--- config.mk ---
export PLATFORM = sky130hd
export DESIGN_NAME = seq_pattern_tx
export DESIGN_NICKNAME = d
export VERILOG_FILES = /design/src/rtl/seq_pattern_tx.sv
export SDC_FILE = /design/constraint.sdc
export NUM_CORES = 1
export LEC_CHECK = 0
export CAP_MARGIN = 20
export CORE_MARGIN = 2
export CORE_UTILIZATION = 50
export CTS_CLUSTER_DIAMETER = 150
export DETAILED_ROUTE_END_ITERATION = 8
export PLACE_DENSITY = 0.86
export SKIP_LAST_GASP = 1
export SLEW_MARGIN = 20
export SYNTH_ARGS = -nofsm -noshare
export SYNTH_HDL_FRONTEND = slang
export SYNTH_SLANG_ARGS = --single-unit
export TNS_END_PERCENT = 50
--- constraint.sdc ---
create_clock -name clk -period 2.4 [get_ports clk]
set_clock_uncertainty 0.1 [all_clocks]
set_input_delay 0.48 -clock clk [delete_from_list [all_inputs] [get_ports clk]]
set_output_delay 0.48 -clock clk [all_outputs]
set_load 0.005 [all_outputs]
--- src/rtl/seq_pattern_tx.sv ---
`default_nettype none
// ============================================================================
// seq_pattern_tx : serial pattern transmitter, MSB-first with optional
//                  repetition and idle gap cycles between passes.
// Revision       : 1.0
// ============================================================================
module seq_pattern_tx #(
    parameter int   W          = 16,
    parameter int   LW         = $clog2(W + 1),
    parameter int   RW         = 4,
    parameter int   GAP        = 0,
    parameter logic IDLE_LEVEL = 1'b0
) (
    input  logic          clk,
    input  logic          reset_n,
    input  logic          start,
    input  logic [W-1:0]  data_in,
    input  logic [LW-1:0] len,
    input  logic [RW-1:0] reps,
    output logic          x,
    output logic          x_valid,
    output logic          busy,
    output logic          done
);

    localparam int IW = (W > 1) ? $clog2(W) : 1;
    localparam int GW = (GAP > 1) ? $clog2(GAP) : 1;
    localparam logic [LW-1:0] c_len_max  = LW'(W);
    localparam logic [GW-1:0] c_gap_last = GW'((GAP > 0) ? GAP - 1 : 0);

    typedef enum logic [1:0] {
        S_IDLE  = 2'd0,
        S_SHIFT = 2'd1,
        S_GAP   = 2'd2,
        S_DONE  = 2'd3
    } state_t;

    state_t        state_q;
    logic [W-1:0]  data_q;
    logic [IW-1:0] top_q;
    logic [IW-1:0] idx_q;
    logic [RW-1:0] reps_q;
    logic [GW-1:0] gap_q;
    logic          x_q;
    logic          x_valid_q;
    logic          busy_q;
    logic          done_q;

    logic          w_len_ok;
    logic [IW-1:0] w_in_top;

    assign w_len_ok = (len != '0) && (len <= c_len_max);
    // len is known to be 1..W when this is used, so the truncation is lossless
    assign w_in_top = IW'(len - 1'b1);

    always_ff @(posedge clk) begin
        if (!reset_n) begin
            state_q   <= S_IDLE;
            data_q    <= '0;
            top_q     <= '0;
            idx_q     <= '0;
            reps_q    <= '0;
            gap_q     <= '0;
            x_q       <= IDLE_LEVEL;
            x_valid_q <= 1'b0;
            busy_q    <= 1'b0;
            done_q    <= 1'b0;
        end else begin
            case (state_q)
                S_IDLE: begin
                    if (start && w_len_ok) begin
                        data_q    <= data_in;
                        top_q     <= w_in_top;
                        idx_q     <= w_in_top;
                        reps_q    <= reps;
                        x_q       <= data_in[w_in_top];
                        x_valid_q <= 1'b1;
                        busy_q    <= 1'b1;
                        state_q   <= S_SHIFT;
                    end
                end
                S_SHIFT: begin
                    if (idx_q != '0) begin
                        idx_q <= idx_q - 1'b1;
                        x_q   <= data_q[idx_q - 1'b1];
                    end else if (reps_q != '0) begin
                        reps_q <= reps_q - 1'b1;
                        if (GAP > 0) begin
                            gap_q     <= c_gap_last;
                            x_q       <= IDLE_LEVEL;
                            x_valid_q <= 1'b0;
                            state_q   <= S_GAP;
                        end else begin
                            // back-to-back restart keeps x_valid/busy solid
                            idx_q <= top_q;
                            x_q   <= data_q[top_q];
                        end
                    end else begin
                        x_q       <= IDLE_LEVEL;
                        x_valid_q <= 1'b0;
                        busy_q    <= 1'b0;
                        done_q    <= 1'b1;
                        state_q   <= S_DONE;
                    end
                end
                S_GAP: begin
                    if (gap_q != '0) begin
                        gap_q <= gap_q - 1'b1;
                    end else begin
                        idx_q     <= top_q;
                        x_q       <= data_q[top_q];
                        x_valid_q <= 1'b1;
                        state_q   <= S_SHIFT;
                    end
                end
                S_DONE: begin
                    done_q  <= 1'b0;
                    state_q <= S_IDLE;
                end
                default: begin
                    state_q <= S_IDLE;
                end
            endcase
        end
    end

    assign x       = x_q;
    assign x_valid = x_valid_q;
    assign busy    = busy_q;
    assign done    = done_q;

endmodule
`default_nettype wire

# Word level (Yosys, flattened, before mapping)

Index checks and enable logic that the tools add are counted.

Output and inout port bits: 4
Word-level logic and storage cells: 79
Bits in registers: 35
Input bits: 28

Mux-type cells: 35
$add $sub $neg: 4
Reductions and logical operators: 17
Equal/unequal tests: 9
$lt $le $gt $ge: 4

Operators by type and width:

| kind                                                       | number |
|---|---|
| 2-to-1 mux 4 bit                                           | 7 |
| AND reduction 4 bit                                        | 4 |
| less-than comparator 4 x 5 -> 1 bit, second input constant | 3 |
| 2-to-1 mux 1 bit                                           | 14 |
| binary-select mux 1 bit (select 4 bit)                     | 3 |
| case mux 4 bit (3 select lines)                            | 1 |
| subtractor 4 x 1 -> 4 bit, second input constant           | 3 |
| inequality test 2 bit, second input constant               | 5 |
| 2-to-1 mux 2 bit                                           | 4 |
| case mux 2 bit (4 select lines)                            | 1 |
| case mux 4 bit (2 select lines)                            | 1 |
| nonzero test 4 bit                                         | 2 |
| case mux 1 bit (3 select lines)                            | 2 |
| AND reduction 3 bit                                        | 2 |
| less-or-equal comparator 5 bit, second input constant      | 1 |
| AND reduction 5 bit                                        | 1 |
| nonzero test 5 bit                                         | 1 |
| equality test 2 bit, second input constant                 | 2 |
| case mux 1 bit (2 select lines)                            | 2 |
| nonzero test 2 bit                                         | 2 |
| inequality test 3 bit, second input constant               | 1 |
| nonzero test 3 bit                                         | 1 |
| equality test 2 x 1 -> 1 bit, second input constant        | 1 |
| logical AND 1 bit                                          | 2 |
| other kinds (3)                                            | 3 |

# Logic depth before layout (Yosys ltp)

Gate-level depths: netlist of run 1.

Word-level depth: 5
Depth in mapped cells: 9

# Worst setup path after synthesis of run 1

OpenSTA, ideal clock, no wires.

Path type: input port to flip-flop
Start: input port len[0]
End: register idx_q[0]
Cell stages on the path: 9
Data required time: 2.235 ns
Arrival: 2.074 ns
Slack: 0.161 ns
Path through: buf_6 -> inv_1 -> ha_1 -> nor3b_2 -> xnor2_1 -> a21boi_4 -> nor3b_4 -> mux2_2 -> nor2_1

Elaborated cells between the ends (all ways): 9
Classes of those cells: add/sub (1); order compare (1); eq/ne (1); mux (2); reduce/logical (4)

RTL lines:

| what                            | RTL line | RTL |
|---|---|---|
| start: declaration              | 18       | `input logic [LW-1:0] len,` |
| subtractor 4 x 1 -> 4 bit       | 54       | `assign w_in_top = IW'(len - 1'b1);` |
| net w_in_top[0]                 | 50       | `logic [IW-1:0] w_in_top;` |
| 2-to-1 mux 4 bit                | 71       | `if (start && w_len_ok) begin` |
| case mux 4 bit (3 select lines) | 69       | `case (state_q)` |
| end signal: assignment          | 74       | `idx_q <= w_in_top;` |
| end signal: assignment          | 84       | `idx_q <= idx_q - 1'b1;` |
| end signal: assignment          | 95       | `idx_q <= top_q;` |
| end: declaration                | 41       | `logic [IW-1:0] idx_q;` |

The timed path passes the listed nets, and every way through them passes these cells. The select of a mux whose other input is x is not followed.
A chain may end at the register's enable or synchronous reset.

# Worst setup path in the final report of run 1

Start: register state_q[0]
End: register idx_q[0]

Cells in the longest elaborated chain, start to end: 3
Elaborated cells between the ends (all ways): 9
Classes of those cells: eq/ne (5); mux (1); reduce/logical (3)

Ends and longest elaborated chain:

| what                                                                 | RTL line | RTL |
|---|---|---|
| start: declaration                                                   | 38       | `state_t state_q;` |
| start signal: assignment                                             | 58       | `state_q <= S_IDLE;` |
| start signal: assignment                                             | 79       | `state_q <= S_SHIFT;` |
| start signal: assignment                                             | 92       | `state_q <= S_GAP;` |
| equality test 2 x 1 -> 1 bit, or another cell as far along           | 69       |  |
| inequality test 3 bit (no source line), or another cell as far along | n/a      |  |
| AND reduction 4 bit (no source line)                                 | n/a      |  |

Several ways; a longest one is shown, not always the timed one.

==> results of run 1 <==
[per-layer routing]
metal | up-vias | track usage [%]
met2 | 43 | 38.1
met5 | - | 0
met1 | 871 | 25.4
li1 | 883 | -
met3 | 7 | 3.92
met4 | 0 | 5.23
[area by class of cell]
type,instances,area [µm²],area share (%)
sequential,34,681,25.4
clock inverter,1,5.00,0.187
tap,50,62.6,2.33
timing repair buffer,43,418,15.6
clock buffer,7,86.3,3.22
inverter,14,52.6,1.96
multi-input combinational,166,1380,51.4
[registers in the layout (all words and copies together), names as in the netlist]
register	cells
reps_q	4
x_valid	1
top_q	4
busy	1
data_q	16
state_q	2
x	1
idx_q	4
done	1
[repair_timing]
item                                    4_1_cts  5_1_grt
resized for setup                             1        5
buffers inserted                              0        2
pin swaps                                     0        1
endpoints found under the setup margin        1       10
hold endpoints to repair                      0        0
[path summary, 6_finish.rpt]
check                                             start                    end  slack [ns]  cells past startpoint
worst min register to register           x$_SDFFE_PN0P_         x$_SDFFE_PN0P_        0.39                      2
worst max-delay path            state_q[0]$_SDFFE_PN0P_  idx_q[0]$_SDFFE_PN0P_        0.28                      6
worst max register to register  state_q[0]$_SDFFE_PN0P_  idx_q[0]$_SDFFE_PN0P_        0.28                      6
worst min-delay path                     x$_SDFFE_PN0P_         x$_SDFFE_PN0P_        0.39                      2
[through the flow]
step	std cells	power [mW]	setup WS [ns]
global route	315	2.81	0.0634
CTS	313	2.59	0.0182
finish	315	2.61	0.275
detailed placement	305	2.14	-0.310
global placement	305	2.09	-0.259
floorplan	224	1.77	0.161
[where the power goes]
group	total, mW	internal (mW)	switching (mW)	leakage [nW]
combinational	1.35	0.686	0.665	0.814
clock	0.436	0.231	0.205	0.0482
sequential	0.824	0.694	0.131	0.278
total	2.61	1.61	1.00	1.14
[placed cells by master, fill, tap and decap left out, types with 4 or more instances in the layout]
cell | netlist | final
dfxtp_1 | 34 | 34
mux4_2 | 7 | 7
nor2_1 | 36 | 36
a211oi_1 | 6 | 6
nand2_1 | 8 | 8
a21oi_1 | 12 | 12
nor3_1 | 6 | 6
mux2i_1 | 28 | 28
buf_4 | 1 | 11
clkbuf_8 | 0 | 6
clkdlybuf4s50_1 | 0 | 29
ha_1 | 10 | 9
a31oi_1 | 4 | 4
o21ai_0 | 4 | 4
nand2b_1 | 6 | 6
inv_1 | 14 | 13
[cell families (layout without fill, tap and decap cells)]
kind of cell / after synthesis / after routing / share of synthesized area [%]
compound gates: 38 / 38 / 12.9
xor+xnor: 4 / 4 / 1.63
fa+ha+maj: 10 / 10 / 5.82
buf+inv: 24 / 65 / 4.89
flops: 34 / 34 / 31.7
mux: 41 / 41 / 25.6
simple gates: 73 / 73 / 17.5
[worst max-delay path: cells and delay by family (launching register included)]
kind | cells | cell delay (ns)
muxes | 1 | 0.28
adders and majority gates | 1 | 0.55
AOI/OAI and AO/OA | 3 | 0.65
and+or+nand+nor | 1 | 0.07
DFF | 1 | 0.42
[synthesized netlist by cell type (all sizes together), types with 6 or more instances]
library cell,count,area [µm²]
a211oi,6,45.0
a21oi,12,60.1
mux2i,28,280
nor2,37,141
nor3,6,30.0
nand2b,6,37.5
ha,10,125
mux4,10,236
nand2,8,30.0
dfxtp,34,681
inv,14,52.6
==> flow_summary.toml, run 1 <==
[synthesis]
synth_area_um2 = 2150
synth_warnings = 0
async_flop_share_pct = 0
synth_edf_count = 0
ys_ff_latch = 34
synth_cell_types = 43
synthCells = 224
ys_dominant_reg_cell = "dfxtp_1"
synth_fp_nets = 262
ys_seq_area_share_pct = 31.7
syn_area_per_cell_um2 = 9.60

[sta]
setup_tns_ns = 0
finalSetupViolations = 0
final_hold_viol_count = 0
finalCriticalPeriod_ns = 2.12
final.period_utilization_pct = 88.5
hold-worst-slack_ns = 0.391
fmax_mhz = 471
slew_headroom_pct = 62.5
tightest_slew_ns = 0.563
slew_violations = 0
rsz0062_at_grt = "false"

[clock_tree]
clk-insertion-delay-late_ns = 0.29
cts_tree = "done"
cts-root-buf = "clkbuf_8"
clockBufferDepth = 2
clk_pin_slew_ns = 0.07
htree_num_levels = 2
cts.sinks = 34
cts_buffers = 5
hold_buffers = 0

[grt]
antenna_found_initial = 0
grt_pass1_vias = 1796
grt_pass1_wl_mm = 8.25
grt_max_degree = 34
grt_usage_pct = 21.0
overflow = 0

[final_layout]
diodes = 0
postLayoutCoreUtil_pct = 66.1
fillers = 333
syn2layout_area_growth_pct = 24.8
nets = 302
fin_area_um2 = 2680
layout-drive-gt1-share_pct = 14.7

[drt]
wire_per_inst_um = 14.9
drc = 0
dr_wl_met3_um = 197
via_per_inst = 5.73
drtIter0Drc = 75
wl_met1_mm = 2.05
routed.top_layer = "met4"
vias = 1804
drt-pass1-iter-count = 4
routed_wl_mm = 4.70
drtAntennaViolNets = 0
wl_met2_mm = 2.40

[critical_path]
crit_slowest_cell = "ha_1"
required_ns = 2.53
end_kind = "flip-flop"
crit_path_max_incr_delay_ns = 0.55
cp.arrival_ns = 2.25
path_cells = "ha_1, a21oi_1, o221ai_1, o21ai_0, mux2_2, nor2_1"
worstPathMaxFanout = 16
start_kind = "flip-flop"
path_class = "reg -> reg"

[pwr]
p_leak_nw = 1.14
ir_drop_mv = 0.484
p_per_area_nw_per_um2 = 974

[floorplan]
start_util_pct = 53.0
num_rows = 23
fp.dieH_um = 69.6
pin_count = 32
coreArea_um2 = 4060
die_w_um = 69.6
die-area_um2 = 4840

[run]
drv_cap = 0

[place]
port-buffer-count = 31
gp_congestion = 0.805
dp_hpwl_mm = 3.56
placed_cell_area_um2 = 2560

[run_status]
status = "finished, final reports clean"

[worst_hold_path]
min_path_type = "reg -> reg"
Note: power is estimated with default switching activity, not from simulation.
==> run 2: changes to the inputs <==
Settings changed: GPL_TIMING_DRIVEN set to 0.
==> flow_summary.toml, run 2 (synthesis results as in run 1) <==
[final_layout]
nets = 301
final_common_cell = "nor2_1"
regMostFlops = "data_q"
syn2layout_area_growth_pct = 24.2
stdcell_count = 314
final_cell_mix = "36 x nor2_1, 34 x dfxtp_1, 30 x clkdlybuf4s50_1"
fin_area_um2 = 2670
fillers = 333
largest_register_ffs = 16
diodes = 0
layout-drive-gt1-share_pct = 13.6

[grt]
antenna_found_initial = 0
grt_max_degree = 13
grt_usage_pct = 21.2
overflow = 0
grt_pass1_vias = 1703
grt_pass1_wl_mm = 8.14

[drt]
drt-pass1-iter-count = 4
drc = 0
drtAntennaViolNets = 0
wire_per_inst_um = 15.2
via_per_inst = 5.66
vias = 1777
routed_wl_mm = 4.77
drtIter0Drc = 145

[pwr]
p_leak_nw = 1.10
design_power_total_mw = 2.69
ir_drop_mv = 0.660
p_per_area_nw_per_um2 = 1010

[critical_path]
path_class = "in -> reg"
end_kind = "flip-flop"
cp.arrival_ns = 2.41
worstPathMaxFanout = 7
required_ns = 2.47
start_kind = "input pin"

[sta]
worst_slack_ns = 0.0633
tightest_slew_ns = 0.593
slew_violations = 0
finalSetupViolations = 0
final.period_utilization_pct = 97.4
rsz0062_at_grt = "true"
final_hold_viol_count = 0
fmax_mhz = 428
finalCriticalPeriod_ns = 2.34
slew_headroom_pct = 60.4

[clock_tree]
cts_buffers = 5
hold_buffers = 0
cts-root-buf = "clkbuf_8"
clk-insertion-delay-late_ns = 0.30
htree_num_levels = 2
clockBufferDepth = 2
clk_pin_slew_ns = 0.07
cts_tree = "done"
cts.sinks = 34

[floorplan]
pin_count = 32
die-area_um2 = 4840
die_w_um = 69.6
start_util_pct = 53.0
coreArea_um2 = 4060
num_rows = 23
fp.dieH_um = 69.6

[place]
gp_congestion = 0.878
place_inst = 304
placed_cell_area_um2 = 2510
pre_cts_slack_ns = -0.334
dp_hpwl_mm = 3.51
port-buffer-count = 30

[run_status]
status = "finished, final reports clean"

[worst_hold_path]
min_path_type = "reg -> reg"

[run]
drv_cap = 0
==> run 2: final cells by class <==
| class | instances | area [µm²] | area share (%) |
|---|---|---|---|
| multi-input combinational | 166 | 1390 | 52.1 |
| sequential | 34 | 681 | 25.5 |
| buffer | 10 | 52.6 | 1.97 |
| clock inverter | 3 | 45.0 | 1.69 |
| timing repair buffer | 32 | 315 | 11.8 |
| inverter | 14 | 52.6 | 1.97 |
| tap | 50 | 62.6 | 2.34 |
| clock buffer | 5 | 68.8 | 2.58 |
==> run 2: per-layer routing <==
metal	part of all wire [%]	vias up	GRT usage, %	wire length [µm]
met2	49	46	35.7	2350
met1	44	835	26.6	2120
met5	0	-	0	0
met4	1.5	0	7.63	70
met3	4.8	7	4.51	229
li1	-	889	-	-
==> run 2: repair_timing <==
action | 4_1_cts | 5_1_grt
resized for setup | 1 | 3
buffers inserted | 0 | 2
pin swaps | 0 | 1
endpoints found under the setup margin | 3 | 9
==> run 2: per-stage QoR <==
stage          hold slack, ns  setup TNS [ns]  utilization (%)
2_1_floorplan           0.363               0                -
3_3_place_gp            0.360           -5.82             61.9
3_5_place_dp            0.385           -6.48             61.9
4_1_cts                 0.399         -0.0320             64.9
5_1_grt                 0.419          -0.189             65.8
6_report                0.387               0             65.8
==> run 2: worst paths after layout <==
kind / slack, ns / cells past startpoint / from / to
min reg2reg: 0.39 / 2 / x_valid$_SDFFE_PN0P_ / x_valid$_SDFFE_PN0P_
max reg2reg: 0.15 / 8 / idx_q[0]$_SDFFE_PN0P_ / x$_SDFFE_PN0P_
max: 0.06 / 10 / len[1] / idx_q[2]$_SDFFE_PN0P_
min: 0.39 / 2 / x_valid$_SDFFE_PN0P_ / x_valid$_SDFFE_PN0P_
==> run 2: worst max-delay path, stage by stage <==
cell,delay (ns)
clkdlybuf4s50_1,0.48
inv_1,0.07
ha_4,0.16
nor3b_2,0.16
xnor2_2,0.21
a21boi_4,0.13
nor3b_4,0.31
buf_4,0.17
mux2i_1,0.17
nor2_1,0.05
==> run 2: report_power, final <==
part	switching, mW	internal, mW	leakage (nW)
Clock	0.230	0.309	0.0504
Combinational	0.684	0.658	0.771
Sequential	0.116	0.693	0.278
